===== src/rtl/coax_pkg.sv =====
// Shared definitions for the coax multi-channel receive front-end.
//   DEFAULT_DATA_WIDTH : default coax word width
//   state_e            : drain state machine encoding (IDLE / HOLDOFF)
//   ch_idx_w(n)        : width of a channel index, max(1, clog2(n))
package coax_pkg;

  localparam int DEFAULT_DATA_WIDTH = 10;

  typedef enum logic {
    ST_IDLE    = 1'b0,
    ST_HOLDOFF = 1'b1
  } state_e;

  function automatic int ch_idx_w(input int n);
    return (n <= 1) ? 1 : $clog2(n);
  endfunction

endpackage


===== src/rtl/coax_rx_channel_mux_if.sv =====
// Tagged output word stream from the channel mux to the control block.
//   out_data    : merged coax word
//   out_channel : source channel of out_data
//   out_error   : receiver error flag of the source channel at capture
//   out_valid   : word valid
//   out_ready   : consumer accepts the word
// master = the mux (producer), slave = the consumer.
interface coax_rx_channel_mux_if #(
  parameter int DATA_WIDTH = coax_pkg::DEFAULT_DATA_WIDTH,
  parameter int CW         = 2
);

  logic [DATA_WIDTH-1:0] out_data;
  logic [CW-1:0]         out_channel;
  logic                  out_error;
  logic                  out_valid;
  logic                  out_ready;

  modport master (
    output out_data,
    output out_channel,
    output out_error,
    output out_valid,
    input  out_ready
  );

  modport slave (
    input  out_data,
    input  out_channel,
    input  out_error,
    input  out_valid,
    output out_ready
  );

endinterface


===== src/rtl/coax_rr_arbiter.sv =====
// Combinational rotating-priority encoder.
//   req       : request vector, one bit per channel
//   ptr       : last granted channel; search starts at ptr+1 and wraps
//   grant     : index of the first requesting channel after ptr
//   any_grant : at least one request present
module coax_rr_arbiter
  import coax_pkg::*;
#(
  parameter  int N  = 4,
  localparam int CW = ch_idx_w(N)
) (
  input  logic [N-1:0]  req,
  input  logic [CW-1:0] ptr,
  output logic [CW-1:0] grant,
  output logic          any_grant
);

  // Walk the candidates from lowest priority (ptr+N, i.e. ptr itself) to
  // highest (ptr+1); the last hit wins, which is the first one after ptr.
  always_comb begin
    logic [CW-1:0] idx;
    grant     = '0;
    any_grant = 1'b0;
    idx       = '0;
    for (int k = N; k >= 1; k--) begin
      idx = CW'((int'(ptr) + k) % N);
      if (req[idx]) begin
        grant     = idx;
        any_grant = 1'b1;
      end
    end
  end

endmodule


===== src/rtl/coax_rx_channel_mux.sv =====
// Multi-channel coax receive front-end.
// Conditions each raw rx pin (synchroniser, loopback, tx gating) into
// rx_line for a per-channel buffered receiver, drains those receivers'
// first-word-fall-through FIFOs round-robin into one tagged valid/ready
// stream, and raises a maskable aggregated interrupt.
// Ports:
//   clk, reset        : clock, synchronous active-high reset
//   rx_pin            : raw asynchronous receive line per channel
//   tx_line/tx_active : per-channel internal serial tx and tx-active flag
//   loopback          : per-channel loopback enable
//   rx_line           : conditioned line to each receiver
//   ch_active/ch_error: per-channel receiver status
//   ch_data/ch_empty  : per-channel FIFO head word and empty flag
//   ch_read_strobe    : one-cycle FIFO pop per channel
//   irq_mask          : 1 = channel excluded from irq
//   out_if            : merged output stream (master side)
//   irq               : registered aggregated interrupt
module coax_rx_channel_mux
  import coax_pkg::*;
#(
  parameter  int CHANNELS    = 4,
  parameter  int DATA_WIDTH  = DEFAULT_DATA_WIDTH,
  parameter  int SYNC_STAGES = 2,
  localparam int CW          = ch_idx_w(CHANNELS)
) (
  input  logic                           clk,
  input  logic                           reset,
  input  logic [CHANNELS-1:0]            rx_pin,
  input  logic [CHANNELS-1:0]            tx_line,
  input  logic [CHANNELS-1:0]            tx_active,
  input  logic [CHANNELS-1:0]            loopback,
  output logic [CHANNELS-1:0]            rx_line,
  input  logic [CHANNELS-1:0]            ch_active,
  input  logic [CHANNELS-1:0]            ch_error,
  input  logic [CHANNELS*DATA_WIDTH-1:0] ch_data,
  input  logic [CHANNELS-1:0]            ch_empty,
  output logic [CHANNELS-1:0]            ch_read_strobe,
  input  logic [CHANNELS-1:0]            irq_mask,
  coax_rx_channel_mux_if.master          out_if,
  output logic                           irq
);

  logic [DATA_WIDTH-1:0] ch_word [CHANNELS];

  // ---- rx conditioning: synchroniser then combinational select ----
  for (genvar i = 0; i < CHANNELS; i++) begin : g_chan
    logic [SYNC_STAGES-1:0] sync_q;

    always_ff @(posedge clk) begin
      if (reset) begin
        sync_q <= '0;
      end else begin
        sync_q <= {sync_q[SYNC_STAGES-2:0], rx_pin[i]};
      end
    end

    assign rx_line[i] = loopback[i]  ? tx_line[i] :
                        tx_active[i] ? 1'b0       :
                                       sync_q[SYNC_STAGES-1];

    assign ch_word[i] = ch_data[i*DATA_WIDTH +: DATA_WIDTH];
  end

  // ---- arbitration over non-empty FIFOs ----
  logic [CW-1:0] ptr_q, ptr_d;
  logic [CW-1:0] grant;
  logic          any_grant;

  coax_rr_arbiter #(
    .N (CHANNELS)
  ) u_arb (
    .req       (~ch_empty),
    .ptr       (ptr_q),
    .grant     (grant),
    .any_grant (any_grant)
  );

  // ---- drain FSM and output register stage ----
  state_e                state_q, state_d;
  logic                  valid_q, valid_d;
  logic [DATA_WIDTH-1:0] data_q, data_d;
  logic [CW-1:0]         chan_q, chan_d;
  logic                  err_q, err_d;
  logic [CHANNELS-1:0]   strobe_q, strobe_d;
  logic                  irq_q, irq_d;
  logic                  slot_free;

  assign slot_free = !valid_q || out_if.out_ready;

  always_comb begin
    state_d  = state_q;
    ptr_d    = ptr_q;
    valid_d  = valid_q;
    data_d   = data_q;
    chan_d   = chan_q;
    err_d    = err_q;
    strobe_d = '0;

    // Any accepted word with nothing to replace it leaves the slot empty.
    if (valid_q && out_if.out_ready) begin
      valid_d = 1'b0;
    end

    unique case (state_q)
      ST_IDLE: begin
        if (slot_free && any_grant) begin
          valid_d         = 1'b1;
          data_d          = ch_word[grant];
          chan_d          = grant;
          err_d           = ch_error[grant];
          strobe_d[grant] = 1'b1;
          ptr_d           = grant;
          state_d         = ST_HOLDOFF;
        end
      end
      // ch_empty of the popped channel is still stale this cycle.
      ST_HOLDOFF: begin
        state_d = ST_IDLE;
      end
      default: begin
        state_d = ST_IDLE;
      end
    endcase
  end

  assign irq_d = |((ch_active | ch_error | ~ch_empty) & ~irq_mask);

  always_ff @(posedge clk) begin
    if (reset) begin
      state_q  <= ST_IDLE;
      ptr_q    <= CW'(CHANNELS - 1);
      valid_q  <= 1'b0;
      data_q   <= '0;
      chan_q   <= '0;
      err_q    <= 1'b0;
      strobe_q <= '0;
      irq_q    <= 1'b0;
    end else begin
      state_q  <= state_d;
      ptr_q    <= ptr_d;
      valid_q  <= valid_d;
      data_q   <= data_d;
      chan_q   <= chan_d;
      err_q    <= err_d;
      strobe_q <= strobe_d;
      irq_q    <= irq_d;
    end
  end

  assign out_if.out_valid   = valid_q;
  assign out_if.out_data    = data_q;
  assign out_if.out_channel = chan_q;
  assign out_if.out_error   = err_q;
  assign ch_read_strobe     = strobe_q;
  assign irq                = irq_q;

endmodule


===== src/flat_wrapper.sv =====
// flat-port wrapper written by rule: the top's interface ports become plain ports
module coax_rx_channel_mux_flat import coax_pkg::*;
#(
  parameter  int CHANNELS    = 4,
  parameter  int DATA_WIDTH  = DEFAULT_DATA_WIDTH,
  parameter  int SYNC_STAGES = 2,
  localparam int CW          = ch_idx_w(CHANNELS)
)
  (clk, reset, rx_pin, tx_line, tx_active, loopback, rx_line, ch_active, ch_error, ch_data, ch_empty, ch_read_strobe, irq_mask, irq, out_if_out_data, out_if_out_channel, out_if_out_error, out_if_out_valid, out_if_out_ready);
  coax_rx_channel_mux_if #(.DATA_WIDTH(DATA_WIDTH)) out_if_i ();
  input  logic clk;
  input  logic reset;
  input  logic [CHANNELS-1:0] rx_pin;
  input  logic [CHANNELS-1:0] tx_line;
  input  logic [CHANNELS-1:0] tx_active;
  input  logic [CHANNELS-1:0] loopback;
  output logic [CHANNELS-1:0] rx_line;
  input  logic [CHANNELS-1:0] ch_active;
  input  logic [CHANNELS-1:0] ch_error;
  input  logic [CHANNELS*DATA_WIDTH-1:0] ch_data;
  input  logic [CHANNELS-1:0] ch_empty;
  output logic [CHANNELS-1:0] ch_read_strobe;
  input  logic [CHANNELS-1:0] irq_mask;
  output logic irq;
  output wire logic [$bits(out_if_i.out_data)-1:0] out_if_out_data;
  output wire logic [$bits(out_if_i.out_channel)-1:0] out_if_out_channel;
  output wire logic [$bits(out_if_i.out_error)-1:0] out_if_out_error;
  output wire logic [$bits(out_if_i.out_valid)-1:0] out_if_out_valid;
  input wire logic [$bits(out_if_i.out_ready)-1:0] out_if_out_ready;
  assign out_if_out_data = out_if_i.out_data;
  assign out_if_out_channel = out_if_i.out_channel;
  assign out_if_out_error = out_if_i.out_error;
  assign out_if_out_valid = out_if_i.out_valid;
  assign out_if_i.out_ready = out_if_out_ready;
  coax_rx_channel_mux #(.CHANNELS(CHANNELS), .DATA_WIDTH(DATA_WIDTH), .SYNC_STAGES(SYNC_STAGES)) u_core (.clk(clk), .reset(reset), .rx_pin(rx_pin), .tx_line(tx_line), .tx_active(tx_active), .loopback(loopback), .rx_line(rx_line), .ch_active(ch_active), .ch_error(ch_error), .ch_data(ch_data), .ch_empty(ch_empty), .ch_read_strobe(ch_read_strobe), .irq_mask(irq_mask), .out_if(out_if_i), .irq(irq));
endmodule

===== config.mk =====
export PLATFORM = sky130hd
export DESIGN_NAME = coax_rx_channel_mux_flat
export DESIGN_NICKNAME = d
export VERILOG_FILES = /design/src/rtl/coax_pkg.sv /design/src/rtl/coax_rx_channel_mux_if.sv /design/src/rtl/coax_rr_arbiter.sv /design/src/rtl/coax_rx_channel_mux.sv /design/src/flat_wrapper.sv
export SDC_FILE = /design/constraint.sdc
export NUM_CORES = 1
export LEC_CHECK = 0
export BUFFER_PORTS_ARGS = -buffer_cell sky130_fd_sc_hd__buf_2
export CAP_MARGIN = 20
export CORE_MARGIN = 10
export CORE_UTILIZATION = 37
export CTS_CLUSTER_DIAMETER = 120
export DETAILED_ROUTE_END_ITERATION = 6
export PLACE_DENSITY = 0.8
export RECOVER_POWER = 25
export SYNTH_ARGS = -nofsm -noshare
export SYNTH_HDL_FRONTEND = slang
export SYNTH_HIERARCHICAL = 1
export SYNTH_SLANG_ARGS = --single-unit

===== constraint.sdc =====
create_clock -name clk -period 1.92 [get_ports clk]
set_input_delay 0.384 -clock clk [delete_from_list [all_inputs] [get_ports clk]]
set_output_delay 0.384 -clock clk [all_outputs]
set_load 0.1 [all_outputs]

==> impl_metrics.json, run 1 <==
{
  "setup_viol": 0,
  "synth_fp_nets": 227,
  "netlist_area_mm2": 0.00149,
  "core.rowCount": 22,
  "postSynthAreaPerCell_um2": 9.78,
  "die_h_um": 83.4,
  "cp-start-kind": "primary input",
  "status": "finished clean",
  "worstPathCellList": "buf_2, inv_1, and2b_1, a21oi_2, o221ai_4, buf_12, mux4_1, nand3_1, a21oi_1",
  "layout.area.seq_um2": 604,
  "start_util_pct": 39.4,
  "yosysWarnings": 6,
  "drt-pass1-iter-count": 4,
  "cts_tree": "yes",
  "synth_cell_type_count": 25,
  "power_density_mw_per_mm2": 932,
  "io_buffer_count": 97,
  "fillers": 324,
  "mostFrequentLayoutCell": "buf_2",
  "synth_area_leaders": "dfxtp_1 (40%), mux4_1 (11%), mux4_2 (7.6%)",
  "clkTransAtPathRegs_ps": 60,
  "drt-initial-drc-count": 51,
  "numCtsBuffers": 5,
  "p_total_w": 0.00208,
  "area_growth_pct": 50.1,
  "vias_per_cell": 4.99,
  "ctsHoldBuffers": 0,
  "cap_violations": 0,
  "grt_pass1_vias": 1584,
  "clkSinkCount": 30,
  "max_stage_delay_ps": 540,
  "vias": 1538,
  "worst_pin_slew_ps": 543,
  "rsz0062_at_grt": "no",
  "core_mm2": 0.00377,
  "crit_fanout": 7,
  "placed_cells": 298,
  "synth_top_area_share_pct": 40.4,
  "overflow": 0,
  "min_period_ps": 1840,
  "criticalPathCategory": "primary input to flop",
  "die_area_mm2": 0.00695,
  "finalSetupTns_ps": 0,
  "antenna_found_initial": 0,
  "die_w_um": 83.4,
  "max-slew-margin-rel_pct": 63.9,
  "htreeDepth": 2,
  "wl_mm": 4.88,
  "vdd_drop_max_v": 0.000655,
  "drc": 0,
  "timing.fmax_mhz": 542,
  "multi_input_area_um2": 823,
  "p_leak_nw": 1.09,
  "hold_path_class": "primary input to flop",
  "grt_max_degree": 23,
  "postSynthRegisterBits": 30,
  "dp_hpwl_mm": 3.88,
  "drive_gt1_share_pct": 50.8,
  "top_level_ports": 98,
  "clock_path_buffers": 2,
  "finalCritPeriodShare_pct": 96.0,
  "nNetsFinal": 334,
  "slew_viol_final": 0,
  "grtUsageTotal_pct": 12.7,
  "detail_route.wl_per_cell_um": 15.8,
  "clkLatencyLatePin_ps": 270,
  "synth_area_leader_cell": "dfxtp_1",
  "skew_ps": 2.01,
  "ant_nets": 0,
  "worst_setup_path_end_kind": "flop",
  "hold_viol": 0,
  "grt_pass1_wl_mm": 7.31,
  "worstPathArrival_ps": 2000,
  "required_ps": 2070,
  "yosysSeqAreaShare_pct": 40.4,
  "gp_congestion": 0.720,
  "final_cell_mix": "buf_2 (96), dfxtp_1 (29), a21oi_1 (18)",
  "diodes": 0,
  "synth_cells": 152,
  "layoutNonFillerInstCount": 308,
  "root_buffer": "clkbuf_8",
  "cpMaxStageDelayCell": "mux4_1"
}
-- through the flow --
stage	util, %	hold WS (ps)	setup WS (ps)	area (µm²)
floorplan	-	414	63.3	1500
global placement	55.4	416	-60.1	2090
detailed placement	55.4	429	-143	2090
CTS	57.8	316	0.772	2180
global route	59.2	323	5.72	2230
finish	59.2	320	76.1	2230
-- worst max-delay path, delay by kind of cell --
family,cells,cell delay [ps]
muxes,1,540
AOI/OAI and AO/OA,3,380
and+or+nand+nor,2,340
buffers and inverters,3,330
-- area by class of cell --
class | count | share of cell area (%)
timing repair buffer | 110 | 28.0
tap | 48 | 2.69
sequential | 30 | 27.1
clock buffer | 7 | 3.87
multi-input combinational | 105 | 36.9
clock inverter | 1 | 0.224
inverter | 7 | 1.18
-- metal layers --
metal / vias up / global-route usage [%] / wire (µm)
li1: 765 / - / -
met3: 2 / 7.32 / 500
met5: - / 0 / 0
met1: 693 / 14.7 / 2150
met2: 78 / 19.8 / 2210
met4: 0 / 2.31 / 14
-- power by group --
group	internal (W)	switching, W	leakage, nW	total, W
registers	0.000684	0.0000282	0.248	0.000712
clock network	0.000288	0.000215	0.0482	0.000503
logic	0.000288	0.000574	0.791	0.000863
total	0.00126	0.000817	1.09	0.00208
-- cell usage after synthesis --
cell type	count
a21oi_2	1
o31a_1	1
o21ai_0	19
o221ai_2	1
o22ai_1	1
nor2b_1	10
a31oi_1	1
nor3b_1	4
buf_6	1
buf_2	4
nand2b_1	9
nor3_1	1
and2b_1	1
nand2_1	5
mux4_1	6
dfxtp_1	30
nand3_1	16
clkbuf_1	4
mux4_2	5
mux2i_1	1
inv_1	7
nor2_1	4
and3_2	1
buf_12	1
a21oi_1	18
-- final timing paths --
check	start	end	slack, ps	cells after the start
hold / removal	rx_pin[1]	u_core/g_chan[1].sync_q[0]	320	2
setup / recovery	ch_empty[2]	u_core/out_if.out_data[1]	80	9
setup reg to reg	u_core/ptr_q[1]	u_core/out_if.out_data[1]	100	7
hold reg to reg	u_core/g_chan[2].sync_q[0]	u_core/g_chan[2].sync_q[1]	450	1
-- flip-flops by register name, summed over array words and instances (netlist names) --
register and cells:
u_core/ch_read_strobe 4, u_core/ptr_q 2, u_core/out_if.out_channel 2, u_core/out_if.out_error 1, u_core/out_if.out_valid 1, u_core/state_q 1
u_core/g_chan.sync_q 8, u_core/out_if.out_data 10, u_core/irq 1
-- cells by family (layout without fill, tap and decap cells) --
kind of cell           count (synthesis)  in the layout  share of synthesized area (%)
buffers and inverters                 17            125                           6.23
multiplexers                          12             12                           18.9
flip-flops                            30             30                           40.4
AO/OA/AOI/OAI                         42             42                           15.5
AND/OR/NAND/NOR                       51             51                           19.0
-- repair_timing --
action                     in CTS  in global routing
gates resized for setup         0                  5
setup buffers                   0                  1
setup endpoints to repair       0                 10
No activity file was read; power rests on OpenSTA's default activity.
==> run 2: changes to the inputs <==
- GPL_ROUTABILITY_DRIVEN: not set -> 0
- clock period: 1.92 -> 1.6 ns (I/O delays scaled with it)
==> run 2 against run 1 <==
Effect of this change: the flow now finishes with violations (setup timing); clock skew is 0.85 ps lower; sequential power grew 21%; sequential share of layout area fell by 1.4 points; cell count is 0.32% higher; via count rose by 2.7%; count of clock-buffer cells in the layout increased by 1; non-clock buffer count grew 1; final area up 5.6%; worst setup slack got worse by 250 ps.
==> impl_metrics.json, run 2 (synthesized netlist as in run 1, its figures left out) <==
{
  "vias": 1579,
  "timing.fmax_mhz": 565,
  "rsz0062_at_grt": "yes",
  "worst_pin_slew_ps": 511,
  "drt-initial-drc-count": 84,
  "max-slew-margin-rel_pct": 66.1,
  "grtUsageTotal_pct": 13.4,
  "drive_gt1_share_pct": 57.5,
  "ctsHoldBuffers": 0,
  "place_ws_ps": -429,
  "drt-pass1-iter-count": 4,
  "vdd_drop_max_v": 0.000680,
  "nNetsFinal": 335,
  "final_cell_mix": "buf_2 (93), dfxtp_1 (28), a21oi_1 (18)",
  "mostFrequentLayoutCell": "buf_2",
  "p_leak_nw": 1.12,
  "worst_setup_path_end_kind": "flop",
  "io_buffer_count": 97,
  "grt_max_degree": 23,
  "start_util_pct": 39.4,
  "fillers": 326,
  "core.rowCount": 22,
  "wl_met2_mm": 2.26,
  "crit_path_start": "u_core/ptr_q[1]",
  "diodes": 0,
  "place_area_mm2": 0.00216,
  "numCtsBuffers": 5,
  "min_period_ps": 1770,
  "vias_per_cell": 5.11,
  "die_h_um": 83.4,
  "hold_viol": 0,
  "die_w_um": 83.4,
  "met1Wirelength_mm": 2.18,
  "clkLatencyLatePin_ps": 280,
  "required_ps": 1760,
  "worstPathArrival_ps": 1930,
  "r2r_start": "u_core/ptr_q[1]",
  "clkTransAtPathRegs_ps": 60,
  "core_mm2": 0.00377,
  "largest_register_ffs": 10,
  "crit_fanout": 7,
  "stdcell_area_mm2": 0.00235,
  "cap_violations": 0,
  "wl_mm": 5.07,
  "drc": 0,
  "die_area_mm2": 0.00695,
  "min-delay-start": "rx_pin[2]",
  "cp-start-kind": "flop",
  "overflow": 0,
  "slew_viol_final": 0,
  "grt_pass1_wl_mm": 7.65,
  "cts_tree": "yes",
  "criticalPathCategory": "flop to flop",
  "grt_pass1_vias": 1639,
  "root_buffer": "clkbuf_8",
  "antenna_found_initial": 0,
  "ant_nets": 0,
  "layout_setup_ws_ps": -169,
  "detail_route.wl_per_cell_um": 16.4,
  "met3_length_um": 562,
  "clkSinkCount": 30,
  "violations": "setup timing",
  "power_density_mw_per_mm2": 1130,
  "finalCritPeriodShare_pct": 111,
  "clock_path_buffers": 2,
  "skew_ps": 1.17,
  "area_growth_pct": 58.4,
  "htreeDepth": 2,
  "highest_layer": "met4",
  "dp_hpwl_mm": 3.88,
  "setup_viol": 11,
  "hold_path_class": "primary input to flop",
  "top_level_ports": 98,
  "status": "finished with violations"
}
[run 2: cell type report]
cell class                      instances  area (µm²)  share of cell area (%)
Multi-Input combinational cell        105         852                    36.2
Tap cell                               48        60.1                    2.55
Sequential cell                        30         606                    25.7
Inverter                                7        33.8                    1.43
Clock buffer                            8         110                    4.68
Timing Repair Buffer                  111         693                    29.4
[run 2: metrics by stage]
stage	cells	power [W]	hold slack, ps	TNS, ps	util (%)
after global placement	298	0.00188	419	-3850	57.2
after CTS	307	0.00263	242	-1800	60.8
after floorplan	152	0.00163	392	-1540	-
after global routing	309	0.00278	261	-2740	62.4
final	309	0.00266	245	-1670	62.4
after detailed placement	298	0.00189	428	-4160	57.2
[run 2: final timing paths]
| path | slack, ps | depth (start not counted) | endpoint |
|---|---|---|---|
| worst min-delay path | 250 | 2 | u_core/g_chan[2].sync_q[0] |
| worst max-delay path | -170 | 7 | u_core/out_if.out_data[9] |
| worst min register to register | 440 | 1 | u_core/g_chan[3].sync_q[1] |
| worst max register to register | -170 | 7 | u_core/out_if.out_data[9] |
[run 2: routing by layer]
metal  track usage (%)  vias up
li1                  -      762
met1              16.1      719
met2              19.7       92
met3              7.42        6
met4              4.31        0
met5                 0        -
[run 2: where the power goes]
part | switching (W) | total [W] | internal [W]
clock network | 0.000276 | 0.000710 | 0.000434
logic | 0.000710 | 0.00109 | 0.000381
registers | 0.0000367 | 0.000858 | 0.000821
[run 2: what timing repair did]
item,CTS,global route
resized for setup,8,9
pin swaps,0,6
endpoints found under the setup margin,11,11
cloned,0,1
setup buffers,1,1
[run 2: critical path, cell delays in order (launching register included)]
cell and delay (ps):
dfxtp_4 380, nand2b_4 140, a21oi_4 50, o221ai_4 240, buf_12 180, mux4_2 500, nand3_2 80, a21oi_1 70
==> run 3: changes to the inputs <==
- CELL_PAD_IN_SITES_DETAIL_PLACEMENT: not set -> 2
- CELL_PAD_IN_SITES_GLOBAL_PLACEMENT: not set -> 2
- CORE_UTILIZATION: 37 -> 20
- PLACE_DENSITY: 0.8 -> 0.79
- SKIP_LAST_GASP: not set -> 1
==> run 3 against run 2 <==
Effect of this change: the run still ends with setup timing left; combinational power grew 7%; die area up 62%; sequential power about the same; non-clock buffer count up 5; clock power fell by 18%; sequential share of layout area is 1.0 points lower; critical path type unchanged; largest power group unchanged; highest routed layer unchanged.
==> impl_metrics.json, run 3 (synthesized netlist as in run 1, its figures left out) <==
{
  "power_density_mw_per_mm2": 1070,
  "diodes": 0,
  "max-slew-margin-rel_pct": 64.4,
  "required_ps": 1760,
  "start_util_pct": 20.5,
  "detail_route.wl_per_cell_um": 19.2,
  "overflow": 0,
  "mostFrequentLayoutCell": "buf_2",
  "clock_path_buffers": 2,
  "ant_nets": 0,
  "max_stage_delay_ps": 500,
  "timing.hold.ws_ps": 249,
  "cpMaxStageDelayCell": "mux4_2",
  "vias": 1642,
  "dp_hpwl_mm": 5.55,
  "hold_path_class": "primary input to flop",
  "grt_pass1_vias": 1950,
  "cts_tree": "yes",
  "worstPathCellList": "nand2b_4, a21oi_4, o221ai_4, clkbuf_16, mux4_2, nand3_2, a21oi_1",
  "violations": "setup timing",
  "skew_ps": 3.61,
  "cp-start-kind": "flop",
  "min_period_ps": 1800,
  "worstPathArrival_ps": 1960,
  "die_w_um": 106,
  "criticalPathCategory": "flop to flop",
  "drt-initial-drc-count": 32,
  "grtUsageTotal_pct": 11.7,
  "status": "finished with violations",
  "cap_violations": 0,
  "die_h_um": 106,
  "utilization_pct": 33.8,
  "final_cell_mix": "buf_2 (93), dfxtp_1 (28), o21ai_0 (15), buf_4 (15), a21oi_1 (12)",
  "wl_mm": 6.98,
  "vdd_drop_max_v": 0.000345,
  "area_growth_pct": 64.8,
  "htreeDepth": 2,
  "clkSinkCount": 30,
  "fillers": 862,
  "worst_pin_slew_ps": 538,
  "rsz0062_at_grt": "yes",
  "finalCritPeriodShare_pct": 112,
  "drc": 0,
  "multi_input_area_um2": 882,
  "largest_register_ffs": 10,
  "timing.fmax_mhz": 557,
  "grt_max_degree": 23,
  "layout_setup_ws_ps": -196,
  "nNetsFinal": 340,
  "top_level_ports": 98,
  "drive_gt1_share_pct": 61.1,
  "root_buffer": "clkbuf_8",
  "setup_viol": 13,
  "vias_per_cell": 4.51,
  "p_leak_nw": 1.13,
  "die_area_mm2": 0.0113,
  "slew_viol_final": 0,
  "core_mm2": 0.00725,
  "crit_fanout": 7,
  "worst_setup_path_end_kind": "flop",
  "ctsHoldBuffers": 0,
  "antenna_found_initial": 0,
  "hold_viol": 0,
  "drt-pass1-iter-count": 4,
  "core.rowCount": 31,
  "place_ws_ps": -481,
  "layout.area.seq_um2": 606,
  "numCtsBuffers": 5,
  "clkLatencyLatePin_ps": 280,
  "grt_pass1_wl_mm": 10.4,
  "io_buffer_count": 97,
  "clkTransAtPathRegs_ps": 70
}
## run 3: layout make-up
cell class,count,share of cell area [%]
multi-input combinational,105,36.0
timing repair buffer,116,29.6
sequential,30,24.7
tap,99,5.06
clock buffer,5,2.81
inverter,7,1.38
clock inverter,2,0.409
## run 3: repair_timing
| item | CTS | global route |
|---|---|---|
| buffers inserted | 0 | 1 |
| hold endpoints to repair | 0 | 0 |
| resized for setup | 1 | 28 |
| pin swaps | 0 | 5 |
| gates cloned | 0 | 2 |
| setup endpoints to repair | 11 | 15 |
## run 3: worst paths after layout
check	start	endpoint	slack, ps	cells past startpoint
max	u_core/ptr_q[1]	u_core/out_if.out_data[5]	-200	7
max reg2reg	u_core/ptr_q[1]	u_core/out_if.out_data[5]	-200	7
min reg2reg	u_core/g_chan[1].sync_q[0]	u_core/g_chan[1].sync_q[1]	440	1
min	rx_pin[2]	u_core/g_chan[2].sync_q[0]	250	2
## run 3: stage by stage
stage	instance area [µm²]	TNS [ps]	total power (W)	std cells
final	2450	-1860	0.00262	364
after global routing	2450	-2840	0.00276	364
after CTS	2330	-2470	0.00255	361
after detailed placement	2250	-5640	0.00195	354
after global placement	2250	-4390	0.00191	354
after floorplan	1510	-1540	0.00163	152
## run 3: critical path, delay by kind of cell, from the launching register on
kind / cells / cell delay [ps]
multiplexers: 1 / 500
AO/OA/AOI/OAI: 3 / 370
AND/OR/NAND/NOR: 2 / 220
buffers and inverters: 1 / 210
flip-flops: 1 / 370
## run 3: power breakdown
part	switching [W]	leakage, nW	internal, W	total, W
logic	0.000767	0.840	0.000406	0.00117
clock network	0.000292	0.0438	0.000291	0.000583
registers	0.0000396	0.248	0.000821	0.000861
total	0.00110	1.13	0.00152	0.00262
## run 3: metal layers
layer,wire [µm],GRT usage [%],vias to the layer above
met5,0,0,-
met4,186,3.77,0
met3,597,5.19,18
met2,3440,20.7,79
met1,2760,12.3,776
li1,-,-,769
